===== src/rtl/fft_pkg.sv =====
// Shared constants, state encoding and bit-reversal helper for the FFT sequencer.
package fft_pkg;

    localparam int FFT_N_LOG2  = 7;
    localparam int FFT_TW_BITS = 6;

    localparam logic [5:0] ST_IDLE  = 6'b000001;
    localparam logic [5:0] ST_LOAD  = 6'b000010;
    localparam logic [5:0] ST_CALC  = 6'b000100;
    localparam logic [5:0] ST_DRAIN = 6'b001000;
    localparam logic [5:0] ST_OUT   = 6'b010000;
    localparam logic [5:0] ST_DONE  = 6'b100000;

    typedef enum logic [5:0] {
        S_IDLE  = ST_IDLE,
        S_LOAD  = ST_LOAD,
        S_CALC  = ST_CALC,
        S_DRAIN = ST_DRAIN,
        S_OUT   = ST_OUT,
        S_DONE  = ST_DONE
    } fft_state_e;

    function automatic logic [FFT_N_LOG2-1:0] bitrev7(input logic [FFT_N_LOG2-1:0] v);
        logic [FFT_N_LOG2-1:0] r;
        for (int i = 0; i < FFT_N_LOG2; i++) begin
            r[i] = v[FFT_N_LOG2-1-i];
        end
        return r;
    endfunction

endpackage


===== src/rtl/fft_wb_delay.sv =====
// Fixed-depth delay line aligning butterfly write-back controls with the datapath latency.
module fft_wb_delay
    import fft_pkg::*;
#(
    parameter int DEPTH = 4,
    parameter int AW    = FFT_N_LOG2
) (
    input  logic          clk,
    input  logic          rst_n,
    input  logic          i_rd_en,
    input  logic [AW-1:0] i_addr_a,
    input  logic [AW-1:0] i_addr_b,
    input  logic          i_scale,
    output logic          o_wr_en,
    output logic [AW-1:0] o_addr_a,
    output logic [AW-1:0] o_addr_b,
    output logic          o_scale
);

    localparam int W = 2 * AW + 2;

    logic [W-1:0] r_pipe [DEPTH];
    logic [W-1:0] w_in;

    assign w_in = {i_rd_en, i_addr_a, i_addr_b, i_scale};

    // Shift stage; reset drops any write-back still in flight.
    always_ff @(posedge clk or negedge rst_n) begin
        if (!rst_n) begin
            for (int i = 0; i < DEPTH; i++) begin
                r_pipe[i] <= '0;
            end
        end else begin
            r_pipe[0] <= w_in;
            for (int i = 1; i < DEPTH; i++) begin
                r_pipe[i] <= r_pipe[i-1];
            end
        end
    end

    assign {o_wr_en, o_addr_a, o_addr_b, o_scale} = r_pipe[DEPTH-1];

endmodule


===== src/rtl/fft_seq.sv =====
// Address/control sequencer for the in-place 128-point radix-2 DIT FFT.
// Build macro FFT_SCALE_EN enables the per-stage divide-by-2 flag on bf_scale.
module fft_seq
    import fft_pkg::*;
#(
    parameter int N_LOG2 = FFT_N_LOG2,
    parameter int BF_LAT = 4
) (
    input  logic                   clk,
    input  logic                   rst_n,
    input  logic                   fft_go,
    input  logic                   ld_valid,
    output logic                   ld_wren,
    output logic [N_LOG2-1:0]      ld_addr,
    output logic                   bf_rd_en,
    output logic [N_LOG2-1:0]      bf_addr_a,
    output logic [N_LOG2-1:0]      bf_addr_b,
    output logic [FFT_TW_BITS-1:0] tw_idx,
    output logic                   bf_wr_en,
    output logic [N_LOG2-1:0]      bf_wr_addr_a,
    output logic [N_LOG2-1:0]      bf_wr_addr_b,
    output logic                   bf_scale,
    output logic                   out_rd_en,
    output logic [N_LOG2-1:0]      out_addr,
    output logic                   out_valid,
    output logic                   fft_busy,
    output logic                   fft_done
);

    localparam int AW = N_LOG2;
    localparam int JW = N_LOG2 - 1;
    localparam int SW = $clog2(N_LOG2);
    localparam int DW = $clog2(BF_LAT + 2);

    localparam logic [AW-1:0] ADDR_LAST  = {AW{1'b1}};
    localparam logic [JW-1:0] BF_LAST    = {JW{1'b1}};
    localparam logic [SW-1:0] STAGE_LAST = SW'(N_LOG2 - 1);
    localparam logic [DW-1:0] DRAIN_LAST = DW'(BF_LAT);

    fft_state_e    r_state;
    logic [AW-1:0] r_ld_cnt;
    logic [SW-1:0] r_stage;
    logic [JW-1:0] r_bf_j;
    logic [DW-1:0] r_drain_cnt;
    logic [AW-1:0] r_out_cnt;
    logic          r_out_valid;

    logic          w_is_load;
    logic          w_is_calc;
    logic          w_is_out;
    logic [AW-1:0] w_half;
    logic [JW-1:0] w_pos;
    logic [AW-1:0] w_grp;
    logic [AW-1:0] w_addr_a;
    logic [AW-1:0] w_addr_b;
    logic [JW-1:0] w_tw;
    logic          w_rd_en;
    logic [AW-1:0] w_rd_addr_a;
    logic [AW-1:0] w_rd_addr_b;
    logic [JW-1:0] w_rd_tw;
    logic          w_scale;

    // Sequencing FSM and its counters.
    always_ff @(posedge clk or negedge rst_n) begin
        if (!rst_n) begin
            r_state     <= S_IDLE;
            r_ld_cnt    <= '0;
            r_stage     <= '0;
            r_bf_j      <= '0;
            r_drain_cnt <= '0;
            r_out_cnt   <= '0;
        end else begin
            case (r_state)
                S_IDLE: begin
                    r_ld_cnt    <= '0;
                    r_stage     <= '0;
                    r_bf_j      <= '0;
                    r_drain_cnt <= '0;
                    r_out_cnt   <= '0;
                    if (fft_go) begin
                        r_state <= S_LOAD;
                    end
                end
                S_LOAD: begin
                    if (ld_valid) begin
                        r_ld_cnt <= r_ld_cnt + AW'(1);
                        if (r_ld_cnt == ADDR_LAST) begin
                            r_state <= S_CALC;
                        end
                    end
                end
                S_CALC: begin
                    r_bf_j <= r_bf_j + JW'(1);
                    if (r_bf_j == BF_LAST) begin
                        r_drain_cnt <= '0;
                        r_state     <= S_DRAIN;
                    end
                end
                // Wait out the butterfly pipeline so the next stage never reads stale data.
                S_DRAIN: begin
                    r_drain_cnt <= r_drain_cnt + DW'(1);
                    if (r_drain_cnt == DRAIN_LAST) begin
                        r_drain_cnt <= '0;
                        if (r_stage == STAGE_LAST) begin
                            r_state <= S_OUT;
                        end else begin
                            r_stage <= r_stage + SW'(1);
                            r_bf_j  <= '0;
                            r_state <= S_CALC;
                        end
                    end
                end
                S_OUT: begin
                    r_out_cnt <= r_out_cnt + AW'(1);
                    if (r_out_cnt == ADDR_LAST) begin
                        r_state <= S_DONE;
                    end
                end
                S_DONE: begin
                    r_state <= S_IDLE;
                end
                default: begin
                    r_state <= S_IDLE;
                end
            endcase
        end
    end

    // Readout data appears one cycle after its RAM read.
    always_ff @(posedge clk or negedge rst_n) begin
        if (!rst_n) begin
            r_out_valid <= 1'b0;
        end else begin
            r_out_valid <= (r_state == S_OUT);
        end
    end

    assign w_is_load = (r_state == S_LOAD);
    assign w_is_calc = (r_state == S_CALC);
    assign w_is_out  = (r_state == S_OUT);

    // Butterfly j of stage s: insert a zero bit at position s of j to get the upper operand.
    assign w_half   = AW'(1) << r_stage;
    assign w_pos    = r_bf_j & (w_half[JW-1:0] - JW'(1));
    assign w_grp    = {1'b0, r_bf_j} >> r_stage;
    assign w_addr_a = (w_grp << (r_stage + SW'(1))) | {1'b0, w_pos};
    assign w_addr_b = w_addr_a + w_half;
    assign w_tw     = w_pos << (SW'(JW) - r_stage);

    // Operand addresses are forced to zero outside CALC.
    always_comb begin
        w_rd_en     = 1'b0;
        w_rd_addr_a = '0;
        w_rd_addr_b = '0;
        w_rd_tw     = '0;
        if (w_is_calc) begin
            w_rd_en     = 1'b1;
            w_rd_addr_a = w_addr_a;
            w_rd_addr_b = w_addr_b;
            w_rd_tw     = w_tw;
        end else begin
            w_rd_en     = 1'b0;
        end
    end

`ifdef FFT_SCALE_EN
    assign w_scale = w_rd_en;
`else
    assign w_scale = 1'b0;
`endif

    fft_wb_delay #(
        .DEPTH (BF_LAT),
        .AW    (AW)
    ) u_wb_delay (
        .clk      (clk),
        .rst_n    (rst_n),
        .i_rd_en  (w_rd_en),
        .i_addr_a (w_rd_addr_a),
        .i_addr_b (w_rd_addr_b),
        .i_scale  (w_scale),
        .o_wr_en  (bf_wr_en),
        .o_addr_a (bf_wr_addr_a),
        .o_addr_b (bf_wr_addr_b),
        .o_scale  (bf_scale)
    );

    assign bf_rd_en  = w_rd_en;
    assign bf_addr_a = w_rd_addr_a;
    assign bf_addr_b = w_rd_addr_b;
    assign tw_idx    = FFT_TW_BITS'(w_rd_tw);

    assign ld_wren   = w_is_load & ld_valid;
    assign ld_addr   = w_is_load ? bitrev7(r_ld_cnt) : '0;

    assign out_rd_en = w_is_out;
    assign out_addr  = w_is_out ? r_out_cnt : '0;
    assign out_valid = r_out_valid;

    assign fft_busy  = (r_state != S_IDLE);
    assign fft_done  = (r_state == S_DONE);

endmodule

===== config.mk =====
export PLATFORM = sky130hd
export DESIGN_NAME = fft_seq
export DESIGN_NICKNAME = d
export VERILOG_FILES = /design/src/rtl/fft_pkg.sv /design/src/rtl/fft_wb_delay.sv /design/src/rtl/fft_seq.sv
export SDC_FILE = /design/constraint.sdc
export NUM_CORES = 1
export LEC_CHECK = 0
export BUFFER_PORTS_ARGS = -buffer_cell sky130_fd_sc_hd__buf_4
export CELL_PAD_IN_SITES_DETAIL_PLACEMENT = 1
export CELL_PAD_IN_SITES_GLOBAL_PLACEMENT = 1
export CORE_MARGIN = 3
export CORE_UTILIZATION = 35
export DETAILED_ROUTE_END_ITERATION = 8
export GPL_TIMING_DRIVEN = 1
export PLACE_DENSITY = 0.62
export SYNTH_ARGS = -nofsm -noshare
export SYNTH_HDL_FRONTEND = slang
export SYNTH_SLANG_ARGS = --single-unit

===== constraint.sdc =====
create_clock -name clk -period 7.25 [get_ports clk]
set_input_delay 0 -clock clk [delete_from_list [all_inputs] [get_ports clk]]
set_output_delay 0 -clock clk [all_outputs]
set_load 0.1 [all_outputs]

Yosys cells after proc, flatten, opt, wreduce, memory -nomap -nowiden --
Cells that the tools add are included.
Word-level totals: input port bits 4, memory bits (read-only) 0, memories kept 0, bits in latches 0, output and inout port bits 56, flip-flop bits (word level) 93, RAM bits 0, word-level logic and storage cells 80
Operators by class: div/mod/pow operators 0, $lt $le $gt $ge 0, mux-type cells 26, shift operators 4, bitwise operators 3, $add $sub $neg 8, reductions and logical operators 9, multiply operators 0, eq/ne operators 19
Operators by type and width (number):
- $mux W6 | 9
- $mux W7 | 5
- $pmux W6 S5 | 1
- $pmux W7 S2 | 2
- $pmux W6 S3 | 1
- $add A7 B1 Y7 const B | 2
- $eq A7 B7 Y1 const B | 2
- $eq A6 B6 Y1 const B | 2
- $mux W3 | 4
- $pmux W3 S3 | 1
- $ne A2 B2 Y1 const B | 4
- $add A7 B7 Y7 | 1
- $or A7 B6 Y7 | 1
- $shl A1 B3 Y7 const A | 1
- $shl A7 B3 Y7 | 1
- $shr A6 B3 Y7 | 1
- $add A3 B1 Y3 const B | 2
- $add A6 B1 Y6 const B | 1
- $and A6 B6 Y6 | 1
- $eq A3 B3 Y1 const B | 2
- $eq A6 B1 Y1 const B | 1
- $eq A6 B2 Y1 const B | 1
- $eq A6 B3 Y1 const B | 1
- $eq A6 B4 Y1 const B | 1
- 15 further kinds | 21

Depth between registers and ports, before layout --
Gate-level depths: netlist of the first run.
word-level depth 6, mapped depth 15, depth with buffers taken out 13

Cells and area by module --
From an unflattened synthesis of the first run, not the netlist that was laid out.
Second synthesis, totals: cells, all modules 424, area total of the unflattened synthesis 4565.6 um^2
By module, submodules not included:
- fft_seq | instances 1, cells an instance 346, area an instance 2859.0 um^2, seq. area each 827.0 um^2
- fft_wb_delay | instances 1, cells an instance 78, area an instance 1706.6 um^2, seq. area each 1601.5 um^2

Least setup slack after synthesis of the first run --
OpenSTA, ideal clock, no wires.
path type flip-flop to flip-flop, from register r_stage[2], to register u_wb_delay.r_pipe[53] (netlist bit), required time 6.905 ns, buffers on the path 2, stages on the path, launching flop included 13, slack 1.988 ns, clock period less this slack 5.262 ns, arrival time 4.917 ns, setup time 0.345 ns, cell sequence dfrtp_1 > clkbuf_1 > clkbuf_1 > inv_1 > ha_1 > or3_1 > and3_1 > a221oi_1 > nor2_1 > ha_1 > o21ai_0 > nor2_1 > nor3_1
On the way: cells in the longest elaborated chain, start to end 6, elaborated cells between the ends (all ways) 9, classes of those cells add/sub: 3; shift: 3; mux: 1; bitwise: 2
Ends and longest elaborated chain:
- start, declared | RTL line fft_seq.sv:42 | logic [SW-1:0] r_stage;
- start signal, assigned | RTL line fft_seq.sv:107 | r_stage <= r_stage + SW'(1);
- $shl A1 B3 Y7 | RTL line fft_seq.sv:143 | assign w_half = AW'(1) << r_stage;
- $sub A6 B1 Y6 | RTL line fft_seq.sv:144 | assign w_pos = r_bf_j & (w_half[JW-1:0] - JW'(1));
- $and A6 B6 Y6 | RTL line fft_seq.sv:144
- $or A7 B6 Y7 | RTL line fft_seq.sv:146 | assign w_addr_a = (w_grp << (r_stage + SW'(1))) | {1'b0, w_pos};
- $add A7 B7 Y7 * | RTL line fft_seq.sv:147 | assign w_addr_b = w_addr_a + w_half;
- $mux W7 * | RTL line fft_seq.sv:156 | if (w_is_calc) begin
- net bf_addr_b[4] | RTL line fft_seq.sv:17 | output logic [N_LOG2-1:0] bf_addr_b,
- end signal, assigned by index | RTL line fft_wb_delay.sv:36 | r_pipe[i] <= r_pipe[i-1];
- end, declared | RTL line fft_wb_delay.sv:22 | logic [W-1:0] r_pipe [DEPTH];
The timed path passes the listed nets; every way through them passes the cells marked *. A chain may end at the register's enable or synchronous reset.

Worst setup path in the final report of the first run --
from register r_stage[0], to output bf_addr_b[6]
On the way: cells in the longest elaborated chain, start to end 6, elaborated cells between the ends (all ways) 9, classes of those cells add/sub: 3; shift: 3; mux: 1; bitwise: 2
Ends and longest elaborated chain (RTL line):
- $shl A1 B3 Y7 | fft_seq.sv:143
- $sub A6 B1 Y6 | fft_seq.sv:144
- $and A6 B6 Y6 | fft_seq.sv:144
- $or A7 B6 Y7 | fft_seq.sv:146
- $add A7 B7 Y7 * | fft_seq.sv:147
- $mux W7 * | fft_seq.sv:156
- end, declared | fft_seq.sv:17
Mark *: on every way between the ends. The rest lies on a longest branch, timed or not.

==> impl_summary.txt, run 1 <==
----------------------------------------------------
[Detailed routing]
  Average wire length per cell after detail routing ... 17.01 um
  Detail-routed via count per cell ... 5.176
  Total detailed-routing wirelength ... 10910 um
  Pre-antenna DRT Iters ... 4
  DR iter-0 viols ... around 220
  Via count ... 3318
  Post-route DRC violation count ... 0
  Count of antenna-violating nets left after detailed routing ... 0

[Timing]
  RSZ-0062 raised after global routing ... no
  Worst slew margin ... 47.24%
  Number of hold violations in the final report ... 0
  Final number of setup-violating endpoints ... 0
  Max Clock Freq ... between 0.15 and 0.2 GHz
  Fin Clk Skew ... 5.812 ps
  Final period utilization ... 71.19%
  Min cycle time layout ... between 5000 and 6000 ps
  Least-Margin Pin Slew ... 791.4 ps
  Total negative slack ... 0 ps
  Final-report max-slew violation count ... 0

[Die]
  Initial core utilization ... 36.54%
  Die H ... 119.1 um
  Area enclosed by the die boundary ... 14200 um2
  I/O pin count ... 60
  Core Footprint ... 12260 um2
  DIE WIDTH ... 119.1 um
  Standard-cell rows ... 40

[Synthesis]
  Compound-gate portion of the synthesized area ... around an eighth
  Netlist Area Pre-Place ... 4481 um2
  Number of different library cells in the post-synthesis netlist ... 63
  Most common flop cell mapped by yosys ... dfrtp_1
  Post-synthesis instance total ... 429
  Proportion of synthesized area in mux cells ... 2.066%
  Synthesis Warnings ... 0
  Simple logic cell fraction of the synthesized area ... around 18%
  Main combinational cell family by area after synthesis ... simple AND/OR/NAND/NOR gates
  Sequential fraction of the synthesis area ... between 50% and 60%
  Fraction of registers with async set or reset after synthesis ... between 90% and 100%
  Synthesized Nets ... 452
  Post-Synthesis Mean Instance Area ... 10.44 um2
  Post-synth EDFFs ... 0
  Xor and xnor area share after synthesis ... between 2 and 3%
  Synthesized-area fraction occupied by adder cells ... 5.473%
  Flop and latch count out of synthesis ... 93

[Worst hold path]
  Hold Crit Depth ... 3
  Worst min path class ... in2reg

[Layout]
  Synth-to-layout area growth ... 16.70%
  Fraction of the core area covered by cells at the end of the flow ... 42.64%
  Finished layout cell area ... 5229 um2
  Number of non-filler instances in the completed layout ... 641
  Count of inserted antenna diode cells ... 0
  Fraction of layout cells with a size suffix above 1 ... 18.60%
  Flip-flop and latch area ... 2328 um2
  Footprint of the multi-input gates ... 1877 um2
  Fin nets ... 491
  Layout filler cell count ... approximately 1400

[Setup path]
  Capturing point of the worst reg2reg path ... u_wb_delay.r_pipe[55]$_DFF_PN0_
  Crit path largest cell delay ... 860 ps
  Critical path capture point type ... output pin
  Startpoint types ... flop
  Type of the worst setup path ... reg2out
  Depth of the most critical reg-to-reg path ... 12
  Critical-path top delay cell ... dfrtp_1
  Arrival @ worst endpoint ... 5160 ps
  Family of cells with the greatest summed delay on the critical path ... adder cells
  End of the critical path ... bf_addr_b[6]
  Critical path buffer and inverter count ... 3
  Cell chain of the critical path ... clkinv_1 -> ha_1 -> inv_1 -> nand2_1 -> o21ai_0 -> ha_1 -> fa_1 -> a211oi_1 -> or4bb_1 -> nand4_1 -> or4_1 -> nand2_1 -> buf_4
  Worst Path Max Fanout ... 23
  Start of the worst register-to-register path ... r_stage[0]$_DFFE_PN0P_
  Critical Path Start ... r_stage[0]$_DFFE_PN0P_
  Reg2Reg Setup Slack ... 2660 ps
  Critical Path Stages ... 13
  Crit path required time ... 7250 ps

[CTS]
  Root cell of the clock tree ... clkbuf_16
  Max Root-Sink Buffers ... 2
  Clk_lat worst skew ... 340 ps
  Clock tree from TritonCTS ... done
  H-tree levels ... 3
  CTS Sinks ... between 90 and 100
  Total CTS buffers ... 9
  Clock-pin transition on the worst setup and hold timing paths ... approximately 70 ps
  Number of cells upsized or downsized after cts ... 0

[Global route]
  Sum of overflow across all layers after global routing ... 0
  GRT Util Overall ... 16.04%
  Maximum number of pins on one net before global-route repair ... 64
  Vias in the first global route ... 3257
  Wire length of the first global-routing pass ... 18060 um
  Number of antenna violations at the first check in global routing ... 0

[Place]
  Post-detailed-placement half-perimeter wirelength ... 7946 um
  GPL Wtd Cong ... 0.8399
  Number of buffer cells added on primary ports ... 58
  Cell area after placement ... 4927 um2
  Count of placed standard cells including taps ... 623

[Pwr]
  Static leakage ... 2.501 nW
  Power Density ... 243.4 nW/um2
  Peak supply drop ... 0.0001333 V

[Outcome]
  Status ... completed

[Flow run]
  Total of max-cap violations ... 0

----------------------------------------------------
==> kinds of logic after synthesis <==
group / Yosys count
other cells: 1
simple gates: 152
compound gates: 91
buf+inv: 50
flops: 93
xor+xnor: 14
fa+ha+maj: 19
mux: 9
==> power by group <==
| part | total, W | switching, W | internal [W] |
|---|---|---|---|
| Clock | 0.000443 | 0.000206 | 0.000237 |
| Sequential | 0.000567 | 0.0000238 | 0.000543 |
| Combinational | 0.000262 | 0.000202 | 0.0000601 |
==> Yosys cell counts (all sizes together), types with 7 or more instances <==
| library cell | number | share of area, % |
|---|---|---|
| and3 | 13 | 1.8 |
| inv | 15 | 1.4 |
| nor3 | 8 | 0.89 |
| and2 | 15 | 2.2 |
| xnor2 | 12 | 2.3 |
| ha | 18 | 5.0 |
| nor2 | 30 | 2.5 |
| o21ai | 30 | 3.4 |
| clkbuf | 10 | 0.84 |
| nand3 | 14 | 1.7 |
| buf | 23 | 3.8 |
| mux2i | 7 | 1.6 |
| a21oi | 13 | 1.5 |
| nand2 | 36 | 3.0 |
| dfrtp | 92 | 51 |
==> routing by layer <==
layer / vias to the layer above / GRT usage (%) / wire (um)
met1: 1676 / 22.96 / 5456
met2: 53 / 24.27 / 4932
met5: - / 0 / 0
li1: 1578 / - / -
met4: 0 / 5.720 / 169
met3: 11 / 3.039 / 348
==> cells in the final DEF (no fill, tap or decap), types with 8 or more instances in the layout <==
| cell type | netlist | routed |
|---|---|---|
| clkbuf_16 | 0 | 9 |
| and3_1 | 13 | 13 |
| ha_1 | 18 | 18 |
| inv_1 | 13 | 13 |
| nor2_1 | 30 | 30 |
| and2_1 | 13 | 13 |
| a21oi_1 | 13 | 13 |
| o21ai_0 | 30 | 30 |
| dfrtp_1 | 92 | 92 |
| nor3_1 | 8 | 8 |
| nand2_1 | 36 | 36 |
| xnor2_1 | 12 | 12 |
| buf_4 | 17 | 59 |
| nand3_1 | 13 | 13 |
==> stage by stage <==
step	setup WS, ps	total power, W	hold WS (ps)
2_1_floorplan	1988	0.0007734	-295.6
3_3_place_gp	2672	0.0008372	-60.18
3_5_place_dp	2536	0.0008393	-55.26
4_1_cts	2164	0.001294	39.83
5_1_grt	1791	0.001344	79.24
6_report	2089	0.001272	68.59
==> final cells by class <==
| class | instances | share of cell area (%) |
|---|---|---|
| well taps | 168 | 4.020 |
| clock inverters | 7 | 1.077 |
| inverters | 17 | 1.316 |
| repair buffers | 61 | 8.854 |
| multi-input cells | 286 | 35.89 |
| clock buffers | 9 | 4.307 |
| flip-flops and latches | 93 | 44.53 |
==> state kept, by name, indices dropped and copies added, names as in the netlist <==
register	cells
out_valid	1
r_bf_j	6
r_drain_cnt	3
r_ld_cnt	7
r_out_cnt	7
r_stage	3
r_state	6
u_wb_delay.o_addr_a	7
u_wb_delay.o_addr_b	7
u_wb_delay.o_wr_en	1
u_wb_delay.r_pipe	45
==> worst min-delay path by stage <==
stage	endpoint	slack, ps	from
after floorplan	out_valid$_DFF_PN0_	-300	rst_n
after global placement	u_wb_delay.o_addr_b[4]$_DFF_PN0_	-60	rst_n
after detailed placement	u_wb_delay.o_addr_b[4]$_DFF_PN0_	-60	rst_n
after CTS	r_state[1]$_DFFE_PN0P_	40	ld_valid
after global routing	r_ld_cnt[0]$_DFFE_PN0P_	80	ld_valid
final	r_ld_cnt[0]$_DFFE_PN0P_	70	ld_valid
==> tightest hold or removal path, delay by kind of cell <==
family	cells	cell delay, ps
and+or+nand+nor	1	140
buffers and inverters	1	120
AOI/OAI and AO/OA	1	90
==> repair_timing <==
action | in CTS | in global routing
buffers inserted | 0 | 0
endpoints found under the hold margin | 31 | 0
hold buffers | 2 | 0
setup endpoints to repair | 0 | 0
(Power assumes the default switching activity.)
==> run 2, diff against run 1 <==
- clock period: 7.25 -> 5.13 ns (I/O delays scaled with it)
==> impl_summary.txt, run 2 (synthesis gave the netlist of run 1 again) <==
----------------------------------------------------
[Detailed routing]
  DR iter-0 viols ... 231
  Count of antenna-violating nets left after detailed routing ... 0
  Average wire length per cell after detail routing ... 17.16 um
  Pre-antenna DRT Iters ... 4
  Total detailed-routing wirelength ... 11090 um
  Post-route DRC violation count ... 0
  Via count ... 3315
  Detail-routed via count per cell ... 5.132

[Die]
  Die H ... 119.1 um
  I/O pin count ... 60
  Standard-cell rows ... 40
  DIE WIDTH ... roughly 120 um
  Area enclosed by the die boundary ... between 10000 and 15000 um2
  Core Footprint ... approximately 12000 um2
  Initial core utilization ... 36.54%

[Layout]
  Number of non-filler instances in the completed layout ... 646
  Fraction of layout cells with a size suffix above 1 ... 19.67%
  Commonest cells after routing, fill and taps aside ... 92 x dfrtp_1, 64 x buf_4, 36 x nand2_1, 30 x o21ai_0, 30 x nor2_1
  Finished layout cell area ... 5298 um2
  Count of inserted antenna diode cells ... 0
  Commonest non-fill, non-tap cell in the layout ... dfrtp_1
  Register name with the most flops ... u_wb_delay.r_pipe
  Layout filler cell count ... between 1000 and 1500
  Fin nets ... 496
  Number of flip-flops under the largest register name ... 45
  Synth-to-layout area growth ... 18.24%

[Setup path]
  Type of the worst setup path ... reg2out
  Critical path capture point type ... output pin
  Arrival @ worst endpoint ... approximately 4300 ps
  Critical-path top delay cell ... ha_1
  Family of cells with the greatest summed delay on the critical path ... adder cells
  Critical path buffer and inverter count ... 3
  Startpoint types ... flop
  Crit path required time ... 5130 ps
  Worst Path Max Fanout ... 15
  Reg2Reg Setup Slack ... 1390 ps
  Cell chain of the critical path ... inv_1 -> ha_1 -> inv_1 -> nand2_1 -> o21ai_0 -> ha_1 -> fa_1 -> a211oi_1 -> or4bb_1 -> nand4_1 -> or4_1 -> nand2_1 -> buf_4
  Crit path largest cell delay ... 630 ps

[CTS]
  Total CTS buffers ... 9
  H-tree levels ... 3
  Clk_lat worst skew ... around 350 ps
  Number of cells upsized or downsized after cts ... 0
  Hold_buf cts ... 2
  Clock-pin transition on the worst setup and hold timing paths ... 70 ps
  CTS Sinks ... 93
  Max Root-Sink Buffers ... 2
  Root cell of the clock tree ... clkbuf_16
  Clock tree from TritonCTS ... done
  Setup repair bufs after CTS ... 0

[Flow run]
  Total of max-cap violations ... 0

[Place]
  GPL Wtd Cong ... roughly 0.87
  Count of placed standard cells including taps ... 628
  Cell area after placement ... slightly below 5000 um2
  Number of buffer cells added on primary ports ... 58
  Post-detailed-placement half-perimeter wirelength ... 7992 um

[Timing]
  Post-route worst hold slack ... 41.06 ps
  Total negative slack ... 0 ps
  Fin Clk Skew ... 6.838 ps
  Least-Margin Pin Slew ... 929.7 ps
  Worst slew margin ... 38.02%
  Final number of setup-violating endpoints ... 0
  Final period utilization ... 84.09%
  Final-report max-slew violation count ... 0
  Max Clock Freq ... between 0.2 and 0.25 GHz
  Min cycle time layout ... 4314 ps
  Number of hold violations in the final report ... 0
  RSZ-0062 raised after global routing ... no

[Pwr]
  Static leakage ... about 2.5 nW
  Peak supply drop ... 0.0001960 V
  Power Density ... 351.9 nW/um2
  Overall power ... about 0.0019 W

[Global route]
  Sum of overflow across all layers after global routing ... 0
  Number of antenna violations at the first check in global routing ... 0
  Maximum number of pins on one net before global-route repair ... 73
  GRT Util Overall ... 16.50%
  Vias in the first global route ... about 3400
  Wire length of the first global-routing pass ... 18360 um

[Outcome]
  Status ... completed

[Worst hold path]
  Worst min path class ... in2reg

----------------------------------------------------
==> run 2: cell types whose count changed in the layout (fill, tap and decap cells not counted), sizes merged <==
cell and delta:
buf +5, inv -1, clkinv -1, clkbuf +1, bufinv +1
==> run 2: worst paths after layout <==
kind                                            startpoint                               end  cells after the start
max                                 r_stage[1]$_DFFE_PN0P_                      bf_addr_b[6]                     13
min                                               ld_valid            r_state[1]$_DFFE_PN0P_                      4
max reg2reg                         r_stage[1]$_DFFE_PN0P_   u_wb_delay.r_pipe[55]$_DFF_PN0_                     12
min reg2reg                u_wb_delay.r_pipe[28]$_DFF_PN0_  u_wb_delay.o_addr_a[4]$_DFF_PN0_                      0
max in group asynchronous                            rst_n             r_bf_j[3]$_DFFE_PN0P_                      3
min in group asynchronous                            rst_n  u_wb_delay.o_addr_b[4]$_DFF_PN0_                      2
==> run 2: stage by stage <==
stage	utilization [%]	worst slack (ps)
final	43.20	816.4
after global placement	40.53	1263
after global routing	43.20	413.2
after floorplan	-	525.0
after CTS	43.20	790.2
after detailed placement	40.53	1186
==> run 2: where the power goes <==
part           internal, W  switching, W  total (W)
registers         0.000768     0.0000330   0.000801
clock network     0.000395      0.000300   0.000695
logic            0.0000848      0.000284   0.000368
==> run 2: area by class of cell <==
| type | count | area [um2] | area share [%] |
|---|---|---|---|
| clock inverter | 6 | 68.82 | 1.299 |
| tap | 168 | 210.2 | 3.968 |
| inverter | 17 | 68.82 | 1.299 |
| clock buffer | 10 | 239.0 | 4.511 |
| timing repair buffer | 66 | 500.5 | 9.447 |
| sequential | 93 | 2328 | 43.95 |
| multi-input combinational | 286 | 1882 | 35.52 |
==> run 2: metal layers <==
| layer | GRT usage [%] | share of wire [%] |
|---|---|---|
| met4 | 5.431 | 1.3 |
| met3 | 4.131 | 3.0 |
| met2 | 24.62 | 46 |
| met5 | 0 | 0 |
| met1 | 23.49 | 50 |
==> run 2: worst min-delay path, cell delays in order <==
cell     delay (ps)
buf_4           120
nand2_1          50
o21ai_0          90
o21ai_0          90
